<file path="src/rtl/instr_encode_loader_pkg.sv">
// Shared constants for the instruction encoder/loader and the CPU decoder:
// field-bundle formats, base opcodes and loader FSM states.
package instr_encode_loader_pkg;

  typedef enum logic [1:0] {
    FMT_I = 2'd0,
    FMT_S = 2'd1,
    FMT_B = 2'd2,
    FMT_R = 2'd3
  } fmt_e;

  localparam logic [6:0] OPC_ITYPE  = 7'b0010011;
  localparam logic [6:0] OPC_STORE  = 7'b0100011;
  localparam logic [6:0] OPC_BRANCH = 7'b1100011;
  localparam logic [6:0] OPC_RTYPE  = 7'b0110011;

  typedef enum logic [1:0] {
    ST_IDLE  = 2'd0,
    ST_LOAD  = 2'd1,
    ST_WRITE = 2'd2,
    ST_FULL  = 2'd3
  } state_e;

endpackage

</file>
<file path="src/rtl/instr_field_pack.sv">
// Combinational packer: instruction fields plus a signed 64-bit immediate
// (decoder units, B offsets already halved) -> 32-bit RV64 machine word.
module instr_field_pack
  import instr_encode_loader_pkg::*;
(
  input  logic [1:0]  fmt,
  input  logic [4:0]  rd,
  input  logic [4:0]  rs1,
  input  logic [4:0]  rs2,
  input  logic [2:0]  funct3,
  input  logic [6:0]  funct7,
  input  logic [63:0] imm,
  output logic [31:0] word,
  output logic        range_ok
);

  logic imm_fits_12;

  // Immediate fits 12 bits when every upper bit replicates the sign bit.
  assign imm_fits_12 = (imm[63:11] == {53{imm[11]}});

  // Place fields per format; R-type carries no immediate so it always passes.
  always_comb begin
    // NOTE: both outputs get a default before the case so no path leaves
    // them unassigned, which would otherwise infer latches.
    word     = '0;
    range_ok = imm_fits_12;
    unique case (fmt_e'(fmt))
      FMT_I: word = {imm[11:0], rs1, funct3, rd, OPC_ITYPE};
      FMT_S: word = {imm[11:5], rs2, rs1, funct3, imm[4:0], OPC_STORE};
      FMT_B: word = {imm[11], imm[9:4], rs2, rs1, funct3, imm[3:0], imm[10],
                     OPC_BRANCH};
      FMT_R: begin
        word     = {funct7, rs2, rs1, funct3, rd, OPC_RTYPE};
        range_ok = 1'b1;
      end
      default: word = '0;
    endcase
  end

endmodule

</file>
<file path="src/rtl/instr_encode_loader.sv">
// Program loader: accepts field bundles, encodes them and streams the words
// into instruction memory at consecutive byte addresses, one word per two
// cycles, until MAX_WORDS have been written.
module instr_encode_loader
  import instr_encode_loader_pkg::*;
#(
  parameter logic [31:0] BASE_ADDR = 32'h0000_0000,
  parameter int          MAX_WORDS = 256,
  parameter int          CNT_W     = 9
) (
  input  logic             clk_i,
  input  logic             rst_i,
  input  logic             start_i,
  input  logic             valid_i,
  output logic             ready_o,
  input  logic [1:0]       fmt_i,
  input  logic [4:0]       rd_i,
  input  logic [4:0]       rs1_i,
  input  logic [4:0]       rs2_i,
  input  logic [2:0]       funct3_i,
  input  logic [6:0]       funct7_i,
  input  logic [63:0]      imm_i,
  output logic             we_o,
  output logic [31:0]      waddr_o,
  output logic [31:0]      wdata_o,
  output logic [CNT_W-1:0] count_o,
  output logic             full_o,
  output logic             err_o
);

  localparam logic [CNT_W-1:0] MAX_CNT = CNT_W'(MAX_WORDS);

  state_e      state;
  logic [31:0] packed_word;
  logic        range_ok;
  logic        handshake;

  instr_field_pack u_pack (
    .fmt      (fmt_i),
    .rd       (rd_i),
    .rs1      (rs1_i),
    .rs2      (rs2_i),
    .funct3   (funct3_i),
    .funct7   (funct7_i),
    .imm      (imm_i),
    .word     (packed_word),
    .range_ok (range_ok)
  );

  assign handshake = valid_i && ready_o;

  // Loader FSM with registered outputs; start_i restarts from any state and
  // takes priority over a simultaneous bundle.
  always_ff @(posedge clk_i or posedge rst_i) begin
    if (rst_i) begin
      state   <= ST_IDLE;
      ready_o <= 1'b0;
      we_o    <= 1'b0;
      waddr_o <= BASE_ADDR;
      wdata_o <= '0;
      count_o <= '0;
      full_o  <= 1'b0;
      err_o   <= 1'b0;
    end else if (start_i) begin
      // NOTE: sequential state uses non-blocking assignments so every branch
      // sees the pre-edge values of ready_o, count_o and waddr_o.
      // In WRITE the strobe already fired this cycle, so the restart simply
      // replaces the pointer/count increment.
      state   <= ST_LOAD;
      ready_o <= 1'b1;
      we_o    <= 1'b0;
      waddr_o <= BASE_ADDR;
      count_o <= '0;
      full_o  <= 1'b0;
      err_o   <= 1'b0;
    end else begin
      unique case (state)
        ST_IDLE: begin
          ready_o <= 1'b0;
          we_o    <= 1'b0;
        end
        ST_LOAD: begin
          if (handshake) begin
            if (range_ok) begin
              wdata_o <= packed_word;
              we_o    <= 1'b1;
              ready_o <= 1'b0;
              state   <= ST_WRITE;
            end else begin
              err_o <= 1'b1;
            end
          end
        end
        ST_WRITE: begin
          we_o    <= 1'b0;
          waddr_o <= waddr_o + 32'd4;
          count_o <= count_o + 1'b1;
          if (count_o + 1'b1 == MAX_CNT) begin
            full_o  <= 1'b1;
            ready_o <= 1'b0;
            state   <= ST_FULL;
          end else begin
            ready_o <= 1'b1;
            state   <= ST_LOAD;
          end
        end
        ST_FULL: begin
          ready_o <= 1'b0;
          we_o    <= 1'b0;
        end
        default: begin
          state   <= ST_IDLE;
          ready_o <= 1'b0;
          we_o    <= 1'b0;
        end
      endcase
    end
  end

endmodule

</file>
<file path="config.mk">
export PLATFORM = sky130hd
export DESIGN_NAME = instr_encode_loader
export DESIGN_NICKNAME = d
export VERILOG_FILES = /design/src/rtl/instr_encode_loader_pkg.sv /design/src/rtl/instr_field_pack.sv /design/src/rtl/instr_encode_loader.sv
export SDC_FILE = /design/constraint.sdc
export NUM_CORES = 1
export LEC_CHECK = 0
export CORE_MARGIN = 1.5
export CORE_UTILIZATION = 44
export CTS_BUF_LIST = sky130_fd_sc_hd__clkbuf_4
export DETAILED_ROUTE_END_ITERATION = 16
export GPL_TIMING_DRIVEN = 0
export PLACE_DENSITY = 0.91
export SETUP_SLACK_MARGIN = 0.5
export SLEW_MARGIN = 10
export SYNTH_ARGS = -nofsm -noshare
export SYNTH_HDL_FRONTEND = slang
export SYNTH_SLANG_ARGS = --single-unit
</file>
<file path="constraint.sdc">
create_clock -name clk_i -period 2.7 [get_ports clk_i]
set_input_delay 0.54 -clock clk_i [delete_from_list [all_inputs] [get_ports clk_i]]
set_output_delay 0.54 -clock clk_i [all_outputs]
set_load 0.005 [all_outputs]
</file>
* Word level (Yosys, flattened, before mapping)
Index checks and enable logic that the tools add are counted.
Cells by class: add/subtract/negate cells 2, reductions and logical operators 15, muxes and demuxes 27, bitwise logic cells 1, equality and inequality tests 11
Operator list (count):
- case mux 32 bit (4 select lines) | 1
- two-way mux 32 bit | 2
- equality test 52 bit | 1
- adder 32 x 3 -> 32 bit (second input constant) | 1
- two-way mux 9 bit | 2
- two-way mux 1 bit | 15
- adder 9 x 1 -> 9 bit (second input constant) | 1
- equality test 9 bit (second input constant) | 1
- equality test 2 bit (second input constant) | 4
- two-way mux 2 bit | 4
- nonzero test 2 bit | 4
- inequality test 3 bit (second input constant) | 2
- AND reduction 3 bit | 2
- equality test 2 x 1 -> 1 bit (second input constant) | 2
- zero test 2 bit | 2
- case mux 2 bit (2 select lines) | 1
- AND reduction 2 bit | 2
- AND reduction 4 bit | 1
- case mux 1 bit (3 select lines) | 1
- nonzero test 3 bit | 1
- OR reduction 3 bit | 1
- inequality test 2 bit (second input constant) | 1
- case mux 1 bit (2 select lines) | 1
- OR reduction 2 bit | 1
- other kinds (2) | 2
Word-level totals: word-level logic and storage cells 64, bits in registers 79, bits of input ports 95

* Logic depth before layout (Yosys ltp)
Gate-level depths: netlist of run 1.
depth in word-level cells 6, gate-level depth with buffers 9, gate-level depth less buffers 6

* Cells and area by module
A second synthesis of run 1 with hierarchy kept.
Second synthesis, totals: cells, all modules 449, area total of the unflattened synthesis 4287.9 um^2
Modules (own cells, without submodules):
- instr_encode_loader | area an instance 3513.4 um^2, cells each 319, seq. area each 1926.8 um^2, instances 1
- instr_field_pack | area an instance 774.5 um^2, cells each 130, seq. area each 0.0 um^2, instances 1

* Least setup slack after synthesis of run 1
OpenSTA, ideal clock, no wires.
kind input-to-reg, from in imm_i[54], to reg wdata_o[12], stages 8, slack 0.017 ns, buffers on the path 2, arrival 2.555 ns, required time 2.573 ns, cells stage by stage or4_1 nor4_1 o22ai_1 o41ai_2 and2b_1 buf_6 buf_6 mux2_1
On the way: cells in the longest elaborated chain, start to end 3
RTL lines:
- start, declared | RTL line instr_encode_loader.sv:22 | input logic [63:0] imm_i,
- equality test 52 bit | RTL line instr_field_pack.sv:20 | assign imm_fits_12 = (imm[63:11] == {53{imm[11]}});
- two-way mux 1 bit | RTL line instr_field_pack.sv:28 | unique case (fmt_e'(fmt))
- AND reduction 4 bit (no line)
- end signal, assigned | RTL line instr_encode_loader.sv:85 | wdata_o <= packed_word;
- end, declared | RTL line instr_encode_loader.sv:25 | output logic [31:0] wdata_o,
Every way passes these cells. A chain may end at the register's enable or synchronous reset.

* Worst setup path in the final report of run 1
from in imm_i[48], to reg wdata_o[23]
Same word-level chain as after synthesis.

==> results of run 1 <==
layout make-up:
| class | count | area share |
|---|---|---|
| clock inverters | 7 | 0.00728 |
| well taps | 108 | 0.0212 |
| multi-input cells | 301 | 0.352 |
| clock buffers | 9 | 0.0106 |
| inverters | 11 | 0.00708 |
| repair buffers | 183 | 0.287 |
| plain buffers | 24 | 0.0238 |
| flip-flops and latches | 74 | 0.291 |
cell families (layout without fill, tap and decap cells):
logic type	Yosys count	count (layout)	share of synthesized area
and+or+nand+nor	160	160	0.204
muxes	31	31	0.0859
adders and majority gates	7	7	0.0219
xor gates and xnor gates	33	33	0.0724
other	1	4	0.000939
buffers and inverters	35	234	0.0423
DFF	74	74	0.464
AOI/OAI and AO/OA	66	66	0.109
power by group through the flow:
stage	Sequential, mW	Clock, mW	Combinational (mW)
2_1_floorplan	1.34	0	0.214
3_3_place_gp	1.33	0	0.719
3_5_place_dp	1.34	0	0.752
4_1_cts	1.32	0.612	0.856
5_1_grt	1.34	0.669	0.904
6_report	1.33	0.598	0.859
what timing repair did:
| item | 4_1_cts | 5_1_grt |
|---|---|---|
| buffers inserted | 10 | 2 |
| pin swaps | 21 | 8 |
| endpoints found under the setup margin | 46 | 45 |
| resized for setup | 142 | 25 |
| cloned | 2 | 0 |
| hold buffers | 0 | 0 |
critical path: cells and delay by family:
family,cells,cell delay [ps]
and+or+nand+nor,3,1010
muxes,1,300
buffers and inverters,3,370
AOI/OAI and AO/OA,2,470
cell usage after synthesis, types with 13 or more instances:
cell type	instances
o21ai_0	27
nand3_1	22
nand4_1	19
nor2_1	40
clkbuf_1	16
xor2_1	26
dfrtp_1	74
mux2_2	16
nor3_1	13
nand2_1	25
final timing paths:
kind,to,slack [ps],cells after the start,startpoint
max,wdata_o[23]$_DFFE_PP0P_,320,9,imm_i[48]
min,wdata_o[9]$_DFFE_PP0P_,390,2,rst_i
max reg2reg,waddr_o[25]$_DFFE_PP0N_,740,7,state[1]$_DFFE_PP0P_
min reg2reg,wdata_o[28]$_DFFE_PP0P_,520,1,wdata_o[28]$_DFFE_PP0P_
max in group asynchronous,wdata_o[12]$_DFFE_PP0P_,1650,4,rst_i
min in group clk_i,wdata_o[28]$_DFFE_PP0P_,520,1,wdata_o[28]$_DFFE_PP0P_
per-stage QoR:
| stage | worst slack (ps) | cell area [um2] | utilization | hold WS [ps] |
|---|---|---|---|---|
| finish | 320 | 6360 | 0.726 | 387 |
| global route | 260 | 6360 | 0.726 | 366 |
| CTS | 317 | 6310 | 0.721 | 363 |
| detailed placement | -845 | 5850 | 0.668 | 475 |
| global placement | -740 | 5810 | 0.663 | 469 |
| floorplan | 17.1 | 4010 | - | 483 |
registers in the layout (all words and copies together), names as in the netlist:
signal   cells
we_o         1
state        2
waddr_o     30
err_o        1
wdata_o     29
full_o       1
ready_o      1
count_o      9
layer usage:
layer / share of wire / track usage / wire, um / vias up
li1: - / - / - / 1855
met1: 0.38 / 0.288 / 4870 / 1909
met2: 0.52 / 0.480 / 6640 / 157
met3: 0.064 / 0.0601 / 805 / 28
met4: 0.029 / 0.0953 / 363 / 0
met5: 0 / 0 / 0 / -
==> metrics.md, run 1 <==
| Metric | Value |
|---|---|
| Outcome | `finished, final reports clean` |
| Area Growth Syn to Fin | `59.4%` |
| Critical-path top delay cell | `or4_4` |
| Final hold violation count | `0` |
| CP cell instances | `buf_6 -> or4_4 -> nor4_4 -> o21ai_2 -> o41ai_4 -> and2b_2 -> buf_6 -> buf_12 -> mux2_4` |
| GRT overflow | `0` |
| Vias/cell | `5.51` |
| Mapped cell area | `0.00399 mm2` |
| Overall Power | `2.78 mW` |
| Post-Place Cells | `687` |
| Initial antenna violation count | `0` |
| Chip Width | `98.3 um` |
| CP max stage delay | `530 ps` |
| Min Tclk post-route | `2380 ps` |
| Most common cell after layout, fill and taps aside | `clkdlybuf4s50_1` |
| Die Height | `98.3 um` |
| Seq pwr share | `0.476` |
| Hold WC Path Type | `input port to asynchronous set/reset pin` |
| Unrepaired setup endpoints after global routing | `true` |
| DRC Markers | `0` |
| Total Routing Usage GR | `0.259` |
| Worst relative slew slack | `0.586` |
| Rows | `34` |
| RD Place Congestion | `0.895` |
| Full die area | `0.00965 mm2` |
| Yosys top cell by area | `dfrtp_1` |
| Switching share of power | `0.283` |
| VDD IR max | `0.305 mV` |
| CTS max path bufs | `2` |
| Routed wire length | `12,700 um` |
| Fin crit share | `0.882` |
| Clock Tree Root | `clkbuf_4` |
| Static Leak | `2.69 nW` |
| Area of the multi-input gates | `0.00224 mm2` |
| TritonCTS clock tree | `done` |
| Core Box Area | `0.00876 mm2` |
| CP startpoint kind | `input port` |
| I/O pin total | `172` |
| Fmax | `420 MHz` |
| Cell count after synthesis | `407` |
| Synth cell types | `42` |
| CP most frequent cell | `buf_6` |
| Final setup vio count | `0` |
| Post-synth EDFFs | `0` |
| Asr flop ratio synth | `1.00` |
| WL/cell | `17.7 um` |
| Clock power frac | `0.215` |
| Final ANT Viol Nets | `0` |
| Synthesized area per cell | `9.81 um2` |
| Share of layout cells above drive strength 1 | `0.182` |
| Vias in the first global route | `3,950` |
| Nets | `706` |
| Filler Cell Count | `635` |
| Antenna Diode Count | `0` |
| Int Pwr | `1.99 mW` |
| Power per Cell Area | `437 mW/mm2` |
| CTS Buf Count | `9` |
| 1st-pass router iterations | `4` |
| FF+latch count, synth | `74` |
| Sink Count | `74` |
| Port buffer count | `167` |
| Sequential share of the synthesized area | `0.464` |
| Critical Path AT | `2700 ps` |
| FF+latch area | `0.00185 mm2` |
| Area contributors post-synth | `dfrtp_1, xor2_1, mux2_2` |
| Slew @ Worst Pin | `621 ps` |
| Comb pwr share | `0.309` |
| Starting Density | `0.456` |
| Largest net degree at the start of global routing | `39` |
| Ys flop type | `dfrtp_1` |
| First DRT Iteration DRCs | `149` |
| DPL Wire Length | `9270 um` |
| Synth top area share | `0.464` |
| Critical path required time | `3010 ps` |
| Setup_tns | `0 ps` |
| Max-slew violations | `0` |
| H-Tree Depth | `3` |
| Worst setup EP type | `flop` |
| Vias post-DR | `3,949` |
| CP Class | `input port to flop` |
| Clk_lat worst skew | `430 ps` |
| Most frequent cells in the layout | `clkdlybuf4s50_1, dfrtp_1, nor2_1, xor2_1, mux2_4` |
| CTS clk-pin slew, worst paths | `120 ps` |
| Max-Cap Viols | `0` |
| Post-route insts no fill | `717` |
| Synth warnings | `0` |
| Clk_skew | `11.8 ps` |
| Critical-path maximum fanout | `8` |
| Net switching power | `0.788 mW` |
| First-pass GRT wire length | `19,600 um` |
(Power assumes the default switching activity.)
==> run 2, diff against run 1 <==
Settings changed: CORE_UTILIZATION 44 to 47, CTS_BUF_LIST sky130_fd_sc_hd__clkbuf_4 to sky130_fd_sc_hd__clkbuf_8, PLACE_DENSITY 0.91 to 0.95.
Clock period 2.7 ns to 2.8 ns, I/O delays scaled along.
==> run 2 against run 1 <==
Net effect:
- clock power grew 58%
- core utilization grew 6.0 points
- highest routed layer unchanged
- combinational power shrank 7.6%
- critical endpoint is now wdata_o[16]$_DFFE_PP0P_
- final cell count shrank 0.98%
- routed wire length grew 3.6%
- via count grew 2.3%
- register-to-register slack gained 30 ps
- setup slack lost 70 ps
==> metrics.md, run 2 (synthesis gave the netlist of run 1 again) <==
| Metric | Value |
|---|---|
| Critical path required time | `3030 ps` |
| Clk_lat worst skew | `350 ps` |
| Unrepaired setup endpoints after global routing | `true` |
| Full die area | `0.00906 mm2` |
| Fin crit share | `0.911` |
| Max-slew violations | `0` |
| Power per Cell Area | `468 mW/mm2` |
| CTS Buf Count | `9` |
| First-pass GRT wire length | `19,700 um` |
| Rows | `33` |
| Critical Path AT | `2780 ps` |
| Critical-path maximum fanout | `5` |
| Max reg flops | `30` |
| Hold WC Path Type | `flop to flop` |
| Final setup vio count | `0` |
| Terminating pin of the worst hold path | `wdata_o[1]$_DFFE_PP0P_` |
| Worst relative slew slack | `0.445` |
| Int Pwr | `2.27 mW` |
| Worst reg2reg endpoint | `waddr_o[25]$_DFFE_PP0N_` |
| Max-Cap Viols | `0` |
| Comb pwr share | `0.263` |
| Hold path startpoint | `wdata_o[1]$_DFFE_PP0P_` |
| Initial antenna violation count | `0` |
| FF-to-FF Start | `state[1]$_DFFE_PP0P_` |
| Core Box Area | `0.00822 mm2` |
| Seq pwr share | `0.425` |
| Die Height | `95.2 um` |
| Antenna Diode Count | `0` |
| Most common cell after layout, fill and taps aside | `clkdlybuf4s50_1` |
| Worst reg2reg setup slack | `770 ps` |
| Max layer used | `met4` |
| Worst setup EP type | `flop` |
| Final core utilization | `0.786` |
| Net switching power | `0.753 mW` |
| Sink Count | `74` |
| CP startpoint kind | `input port` |
| Most frequent cells in the layout | `clkdlybuf4s50_1, dfrtp_1, nor2_1, xor2_1, o21ai_0` |
| Clock power frac | `0.312` |
| Share of layout cells above drive strength 1 | `0.193` |
| First DRT Iteration DRCs | `188` |
| Static Leak | `2.81 nW` |
| GRT overflow | `0` |
| Min Tclk post-route | `2550 ps` |
| CTS clk-pin slew, worst paths | `80 ps` |
| FF+latch area | `0.00185 mm2` |
| DRC Markers | `0` |
| Filler Cell Count | `506` |
| RD Place Congestion | `0.858` |
| TritonCTS clock tree | `done` |
| Port buffer count | `167` |
| VDD IR max | `0.282 mV` |
| Largest Register | `waddr_o` |
| Vias/cell | `5.69` |
| Overall Power | `3.02 mW` |
| Slew @ Worst Pin | `830 ps` |
| Fmax | `392 MHz` |
| Clk_skew | `8.96 ps` |
| Final hold violation count | `0` |
| 1st-pass router iterations | `6` |
| Largest net degree at the start of global routing | `39` |
| Starting Density | `0.486` |
| I/O pin total | `172` |
| WL met1 | `4650 um` |
| CTS max path bufs | `2` |
| Total Routing Usage GR | `0.287` |
| R2R cell count | `7` |
| Hold Path Stages | `1` |
| H-Tree Depth | `3` |
| Met2 wire len | `6840 um` |
| Met3 wire length | `1060 um` |
| Area of the multi-input gates | `0.00224 mm2` |
| Vias in the first global route | `4,159` |
| WL/cell | `18.5 um` |
| Top Registers | `waddr_o: 30 flops, wdata_o: 29 flops, count_o: 9 flops` |
| Switching share of power | `0.249` |
| CP Class | `input port to flop` |
| Vias post-DR | `4,038` |
| Routed wire length | `13,100 um` |
| Chip Width | `95.2 um` |
| Outcome | `finished, final reports clean` |
| Nets | `703` |
| Area Growth Syn to Fin | `61.7%` |
| Clock Tree Root | `clkbuf_8` |
| DPL Wire Length | `9020 um` |
| Final ANT Viol Nets | `0` |
[run 2: stage by stage]
stage | std cells | hold WS, ps | TNS, ps | cell area, um2 | worst slack [ps]
after global routing | 710 | 525 | 0 | 6460 | 197
after CTS | 708 | 509 | 0 | 6360 | 279
after detailed placement | 683 | 475 | -23040 | 5830 | -875
after global placement | 682 | 469 | -20920 | 5810 | -803
final | 710 | 502 | 0 | 6460 | 250
after floorplan | 410 | 483 | 0 | 4010 | 97.1
[run 2: power by group through the flow]
stage | Clock [mW] | Combinational (mW) | Sequential, mW
2_1_floorplan | 0 | 0.206 | 1.29
3_3_place_gp | 0 | 0.681 | 1.28
3_5_place_dp | 0 | 0.704 | 1.30
4_1_cts | 0.957 | 0.782 | 1.28
5_1_grt | 1.01 | 0.843 | 1.30
6_report | 0.944 | 0.794 | 1.28
[run 2: worst max-delay path, cell delays in order]
cell and delay, ps:
clkdlybuf4s50_1 560, nand2_1 100, nor3_2 170, o21ai_2 120, o41ai_4 390, and2b_1 200
buf_6 120, buf_12 120, buf_8 120, mux2_4 300
[run 2: routing by layer]
layer | up-vias | GRT usage
met2 | 204 | 0.530
li1 | 1844 | -
met5 | - | 0
met4 | 0 | 0.154
met3 | 53 | 0.0558
met1 | 1937 | 0.303
[run 2: how the worst max path moves through the flow]
stage                                          to  startpoint  cells past startpoint
final                     wdata_o[16]$_DFFE_PP0P_   imm_i[51]                     10
after CTS                 wdata_o[16]$_DFFE_PP0P_   imm_i[11]                     11
after detailed placement  wdata_o[13]$_DFFE_PP0P_   imm_i[11]                     10
after global placement    wdata_o[16]$_DFFE_PP0P_   imm_i[11]                     10
after floorplan           wdata_o[12]$_DFFE_PP0P_   imm_i[54]                      8
after global routing      wdata_o[20]$_DFFE_PP0P_   imm_i[51]                     10
[run 2: final cells by class]
type,count,area share
multi-input cells,301,0.347
flip-flops and latches,74,0.287
repair buffers,180,0.280
clock buffers,11,0.0234
plain buffers,24,0.0233
well taps,105,0.0203
clock inverters,4,0.0114
inverters,11,0.00698
[run 2: repair_timing]
item                                    in CTS  in global routing
gates resized for setup                    134                 41
hold endpoints to repair                     0                  0
setup buffers                                8                  2
endpoints found under the setup margin      45                 42
pin swaps                                   19                 17
gates cloned                                 2                  0
hold buffers                                 0                  0
